[config.mk]
export PLATFORM = sky130hd
export DESIGN_NAME = ife_win_fetch
export DESIGN_NICKNAME = d
export VERILOG_FILES = /design/src/rtl/ife_pkg.sv /design/src/rtl/ife_line_buf.sv /design/src/rtl/ife_win_fetch.sv
export SDC_FILE = /design/constraint.sdc
export NUM_CORES = 2
export LEC_CHECK = 0
export ABC_AREA = 1
export CAP_MARGIN = 25
export CORE_MARGIN = 2
export CORE_UTILIZATION = 45
export CTS_CLUSTER_DIAMETER = 40
export CTS_CLUSTER_SIZE = 10
export DETAILED_ROUTE_END_ITERATION = 16
export PLACE_DENSITY_LB_ADDON = 0.08
export REMOVE_ABC_BUFFERS = 1
export SKIP_CTS_REPAIR_TIMING = 1
export SYNTH_ARGS = -nofsm -noshare
export SYNTH_HDL_FRONTEND = slang
export SYNTH_SLANG_ARGS = --single-unit
export TNS_END_PERCENT = 100
[constraint.sdc]
create_clock -name clk -period 10.9 [get_ports clk]
set_input_delay 2.18 -clock clk [delete_from_list [all_inputs] [get_ports clk]]
set_output_delay 2.18 -clock clk [all_outputs]
set_load 0.05 [all_outputs]
[src/rtl/ife_pkg.sv]
// Shared IFE constants and types: image geometry, pixel/window types and the window-fetch state enum.
// Used by the window fetcher, the filter core and the result writer.
package ife_pkg;

  localparam int unsigned IMG_W = 128;
  localparam int unsigned IMG_H = 128;
  localparam int unsigned AW    = 14;
  localparam int unsigned DW    = 8;
  localparam int unsigned CW    = $clog2(IMG_W + 1);
  localparam int unsigned RW    = $clog2(IMG_H + 1);
  localparam int unsigned LBW   = $clog2(IMG_W);

  typedef logic [DW-1:0] pixel_t;

  localparam pixel_t PAD_VAL = '0;

  // Element 0 is top-left, element 8 bottom-right, row-major.
  typedef logic [8:0][DW-1:0] win_t;

  typedef enum logic [1:0] {IDLE, FETCH, CAPT, OUT} wf_state_t;

  function automatic logic [AW-1:0] lin_addr(input logic [RW-1:0] row, input logic [CW-1:0] col);
    logic [31:0] t;
    t = 32'(row) * IMG_W + 32'(col);
    return t[AW-1:0];
  endfunction

endpackage

[src/rtl/ife_line_buf.sv]
// Two IMG_W-deep line buffers indexed by column; a write pushes the new pixel into line 0
// and moves the old line-0 pixel into line 1, both read combinationally before the write.
module ife_line_buf
  import ife_pkg::*;
(
  input  logic           clk,
  input  logic           we,
  input  logic [LBW-1:0] col,
  input  pixel_t         din,
  output pixel_t         q0,
  output pixel_t         q1
);

  pixel_t lb0 [IMG_W];
  pixel_t lb1 [IMG_W];

  assign q0 = lb0[col];
  assign q1 = lb1[col];

  always_ff @(posedge clk) begin
    if (we) begin
      lb0[col] <= din;
      lb1[col] <= lb0[col];
    end
  end

endmodule

[src/rtl/ife_win_fetch.sv]
// Raster-scans the image ROM and emits zero-padded 3x3 windows with centre address over valid/ready.
// Optional IFE_WIN_STALL_CNT_EN adds a saturating stall_cnt output.
//
// state | meaning
// IDLE  | waiting for ready, busy low
// FETCH | drive iaddr for grid point (r,c)
// CAPT  | sample idata, update line buffers and window, maybe emit
// OUT   | hold window until win_ready
module ife_win_fetch
  import ife_pkg::*;
(
  input  logic            clk,
  input  logic            reset,
  input  logic            ready,
  output logic            busy,
  output logic [AW-1:0]   iaddr,
  input  logic [DW-1:0]   idata,
  output logic            win_valid,
  input  logic            win_ready,
  output logic [9*DW-1:0] win_pix,
  output logic [AW-1:0]   win_addr,
  output logic            win_last
`ifdef IFE_WIN_STALL_CNT_EN
  ,
  output logic [23:0]     stall_cnt
`endif
);

  wf_state_t      state;
  logic [RW-1:0]  r, r_nxt;
  logic [CW-1:0]  c, c_nxt;
  win_t           win, win_nxt;
  pixel_t         p, top, mid, q0, q1;
  logic           col_ok, in_img, lb_we, emit;

  assign col_ok = c < CW'(IMG_W);
  assign in_img = col_ok && (r < RW'(IMG_H));
  assign lb_we  = (state == CAPT) && col_ok;
  assign emit   = (r != '0) && (c != '0);

  ife_line_buf u_lb (
    .clk (clk),
    .we  (lb_we),
    .col (c[LBW-1:0]),
    .din (p),
    .q0  (q0),
    .q1  (q1)
  );

  always_comb begin
    p   = in_img ? idata : PAD_VAL;
    top = (col_ok && r >= RW'(2)) ? q1 : PAD_VAL;
    mid = (col_ok && r >= RW'(1)) ? q0 : PAD_VAL;
    win_nxt = win;
    // Column 0 starts a fresh row, so the two left columns are padding rather than stale data.
    for (int i = 0; i < 3; i++) begin
      win_nxt[3*i]   = (c == '0) ? PAD_VAL : win[3*i+1];
      win_nxt[3*i+1] = (c == '0) ? PAD_VAL : win[3*i+2];
    end
    win_nxt[2] = top;
    win_nxt[5] = mid;
    win_nxt[8] = p;
    c_nxt = c + 1'b1;
    r_nxt = r;
    if (c == CW'(IMG_W)) begin
      c_nxt = '0;
      r_nxt = r + 1'b1;
    end
  end

  always_ff @(posedge clk or negedge reset) begin
    if (!reset) begin
      state     <= IDLE;
      busy      <= 1'b0;
      iaddr     <= '0;
      win_valid <= 1'b0;
      win_pix   <= '0;
      win_addr  <= '0;
      win_last  <= 1'b0;
      win       <= '0;
      r         <= '0;
      c         <= '0;
    end else begin
      case (state)
        IDLE: begin
          if (ready) begin
            busy  <= 1'b1;
            r     <= '0;
            c     <= '0;
            state <= FETCH;
          end
        end
        FETCH: begin
          if (in_img) iaddr <= lin_addr(r, c);
          state <= CAPT;
        end
        CAPT: begin
          win <= win_nxt;
          if (emit) begin
            win_pix   <= win_nxt;
            win_addr  <= lin_addr(RW'(r - 1'b1), CW'(c - 1'b1));
            win_last  <= (r == RW'(IMG_H)) && (c == CW'(IMG_W));
            win_valid <= 1'b1;
            state     <= OUT;
          end else begin
            r     <= r_nxt;
            c     <= c_nxt;
            state <= FETCH;
          end
        end
        OUT: begin
          if (win_ready) begin
            win_valid <= 1'b0;
            if (win_last) begin
              busy  <= 1'b0;
              state <= IDLE;
            end else begin
              r     <= r_nxt;
              c     <= c_nxt;
              state <= FETCH;
            end
          end
        end
        default: state <= IDLE;
      endcase
    end
  end

`ifdef IFE_WIN_STALL_CNT_EN
  always_ff @(posedge clk or negedge reset) begin
    if (!reset)
      stall_cnt <= '0;
    else if (state == IDLE && ready)
      stall_cnt <= '0;
    else if (state == OUT && !win_ready && stall_cnt != '1)
      stall_cnt <= stall_cnt + 1'b1;
  end
`endif

endmodule

==> qor.log <==
[drt] 1st-pass router iterations 6
[logic_synthesis] flop and latch count out of synthesis 2,217
[global_routing] residual overflow from global routing 0
[sta] skew final 0.06601 ns
[logic_synthesis] number of warning messages in the yosys log 0
[global_routing] pin count of the biggest net entering global routing 144
[layout] area added between synthesis and finish 17.62%
[sta] FMAX 158.3 MHz
[sta] relative slew slack 25.83%
[outcome] status complete, no violations
[layout] Layout Nets 9,637
[cts] TritonCTS Sinks 2,217
[drt] Post-DRT Antenna Nets 0
[pwr] PnR Total Power 33.57 mW
[floorplanning] ports placed on the boundary 115
[logic_synthesis] Post-Syn Area per Cell 10.03 um2
[cts] Root Buffer clkbuf_16
[placement] total instance count after detailed placement 12.03k
[sta] setup violation total in the final timing report 0
[logic_synthesis] number of flops mapped to enable cells by yosys 2,048
[min_path] min-delay worst type reg -> reg
[global_routing] number of global-route vias before repair 62.61k
[logic_synthesis] part of the Yosys area used for sequential elements 69.94%
[drt] Final Routed Wirelength 293,800 um
[logic_synthesis] Syn Inst Count 9,369
[cts] clock transition at the register clock pins on the worst setup and hold paths after CTS 0.05 ns
[floorplanning] area inside the core boundary 0.2073 mm2
[layout] count of placed standard cells in the final layout, fillers left out 12.67k
[cts] Bufs on Longest Clock Path 4
[sta] final period demand of the worst path 6.318 ns
[drt] final routed DRC violation total 0
[sta] Final Max Tran Viols 0
[drt] total vias in the final route 65.91k
[sta] worst slew pin tran 1.113 ns
[sta] endpoints failing hold 0
[worst_setup_path] largest fanout of any net on the critical path 94
[layout] post-layout instance area 0.1105 mm2
[floorplanning] die width 461.0 um
[global_routing] wire length of the first global-routing pass 429,600 um
[sta] worst setup slack after layout 4.582 ns
[floorplanning] total number of placement rows 167
[placement] placement-stage cell area 0.09840 mm2
[placement] port bufs 114
[sta] final cycle utilization of the critical path 57.96%
[worst_setup_path] endpoint required time on the critical path 11.50 ns
[layout] fraction of layout instances using a drive strength above 1 8.877%
[pwr] VDD IR max 0.4039 mV
[logic_synthesis] commonest cells in the netlist nand2_1, edfxtp_1, nor2_1, buf_2, dfrtp_1
[logic_synthesis] share of Yosys cell area claimed by the top area cell type 65.44%
[worst_setup_path] Crit. End Element flip-flop
[layout] Post-Route Utilization 53.33%
[global_routing] total routing usage reported by global routing 27.46%
[floorplanning] starting density of the core 45.34%
[logic_synthesis] Post-Synthesis Cell Area 0.09398 mm2
[logic_synthesis] most frequent cell after synthesis nand2_1
[logic_synthesis] Yosys top cell by area edfxtp_1
[cts] TritonCTS clock tree done
[layout] count of fill cells added during filler insertion 18.44k
[global_routing] antenna violations before repair 8
[cts] number of buffers created by CTS 368
[logic_synthesis] number of library cell types mapped by synthesis 42
[pwr] static leakage 46.68 nW
[sta] setup_tns 0 ns
[drt] Iteration-0 DRC Markers 7,283
[worst_setup_path] startpoint type of the worst setup path flip-flop
[cts] insertion delay of the later-clocked pin in the worst-skew pair 0.96 ns
[drt] DR vias/cell 5.201
[floorplanning] die area 0.2125 mm2
[pwr] Pwr Density 303.7 mW/mm2
[worst_setup_path] data arrival at the endpoint of the critical path 6.91 ns
[run] number of maximum-capacitance violations 0
[logic_synthesis] share of synthesized flip-flops with an asynchronous set or reset 7.623%
[logic_synthesis] Synth area leaders edfxtp_1, nand2_1, dfrtp_1
[placement] half-perimeter wire length after placement 160,500 um
[placement] Routability Congestion 0.8370
[logic_synthesis] Main synth FF type edfxtp_1
[cts] number of levels in the clock H-tree 5
[drt] post-DR wirelength/cell 23.19 um
[floorplanning] Die H 461.0 um
[sta] minimum hold slack 0.4667 ns
[sta] RSZ-0062 raised after global routing false
[placement] setup slack at placement 4.530 ns
[worst_setup_path] startpoint-to-endpoint class of the critical path reg -> reg
==> worst max-delay path, cell delays in order, from the launching register on <==
cell and delay [ns]:
dfrtp_4 0.71, inv_8 0.57, buf_4 0.63, buf_4 0.75, nand2_1 0.12, nand2_1 0.10
nand2_1 0.05, nand2_1 0.07, nand2_1 0.04, nand2_1 0.13, nand2_1 0.08, nand2_1 0.16
nor2_1 0.07, nor2_1 0.58, nor2_1 0.18, nand2_4 0.67, buf_4 0.82
==> cell type report <==
cell class	instances	area, um2	share of cell area [%]
diodes	6	15.01	0.01358
clock inverters	217	2469	2.233
repair buffers	348	3286	2.972
clock buffers	417	9560	8.649
well taps	2788	3488	3.156
flip-flops and latches	2217	65740	59.47
inverters	152	595.6	0.5388
multi-input cells	6528	25390	22.97
==> kinds of logic after synthesis <==
| logic type | synth area share, % |
|---|---|
| AND/OR/NAND/NOR | 25.65 |
| flip-flops | 69.94 |
| buffers and inverters | 3.290 |
| AO/OA/AOI/OAI | 0.8587 |
| XOR/XNOR | 0.1305 |
| adder cells (fa/ha/maj) | 0.1331 |
==> power breakdown <==
group          internal (mW)  total [mW]  switching, mW
registers               11.1        11.3          0.245
logic                   2.38        10.9           8.49
clock network           7.36        11.4           4.04
total                   20.8        33.6           12.8
==> state kept, by name (all words and copies together) (netlist names) <==
| register | count |
|---|---|
| win | 48 |
| c | 8 |
| state | 2 |
| win_pix | 72 |
| busy | 1 |
| win_addr | 14 |
| u_lb.lb1 | 1024 |
| iaddr | 14 |
| win_valid | 1 |
| win_last | 1 |
| r | 8 |
| u_lb.lb0 | 1024 |
==> per-layer routing <==
| metal | vias up | track usage, % | routed length (um) |
|---|---|---|---|
| met5 | - | 0 | 27 |
| met4 | 4 | 8.858 | 8979 |
| met3 | 491 | 4.496 | 22880 |
| met2 | 2543 | 42.65 | 132900 |
| met1 | 32110 | 39.48 | 129000 |
| li1 | 30760 | - | - |
==> path summary, 6_finish.rpt <==
check                      depth (start not counted)  slack (ns)                        end               startpoint
setup / recovery                                  16        4.58  u_lb.lb1[60][5]$_DFFE_PP_         c[0]$_DFFE_PN0P_
hold / removal                                     2        0.47    win_pix[66]$_DFFE_PN0P_  win_pix[66]$_DFFE_PN0P_
setup reg to reg                                  16        4.58  u_lb.lb1[60][5]$_DFFE_PP_         c[0]$_DFFE_PN0P_
hold reg to reg                                    2        0.47    win_pix[66]$_DFFE_PN0P_  win_pix[66]$_DFFE_PN0P_
max in group asynchronous                          3        8.41    win_pix[49]$_DFFE_PN0P_                    reset
min in group asynchronous                          1        1.30    win_pix[64]$_DFFE_PN0P_                    reset
==> cells in the final DEF (no fill, tap or decap), types with 4 or more instances in the layout <==
cell type	count
buf_16	4
inv_2	4
xor2_1	10
ha_1	10
o21ai_0	91
buf_8	10
dfrtp_1	166
xnor2_1	4
clkbuf_8	5
o22ai_1	25
clkinv_2	52
buf_4	201
nor2_4	16
inv_6	21
inv_1	142
nand3_1	66
clkinvlp_4	38
clkbuf_16	374
edfxtp_1	2048
nor2_1	332
bufinv_16	46
clkinv_1	37
or2_2	12
nand2_1	5879
clkbuf_1	39
buf_12	18
a21oi_1	18
clkinv_4	24
diode_2	6
nand2_4	8
nand4_1	7
nor2_2	19
nand3_2	6
clkdlybuf4s50_1	113
No activity file was read; power rests on OpenSTA's default activity.
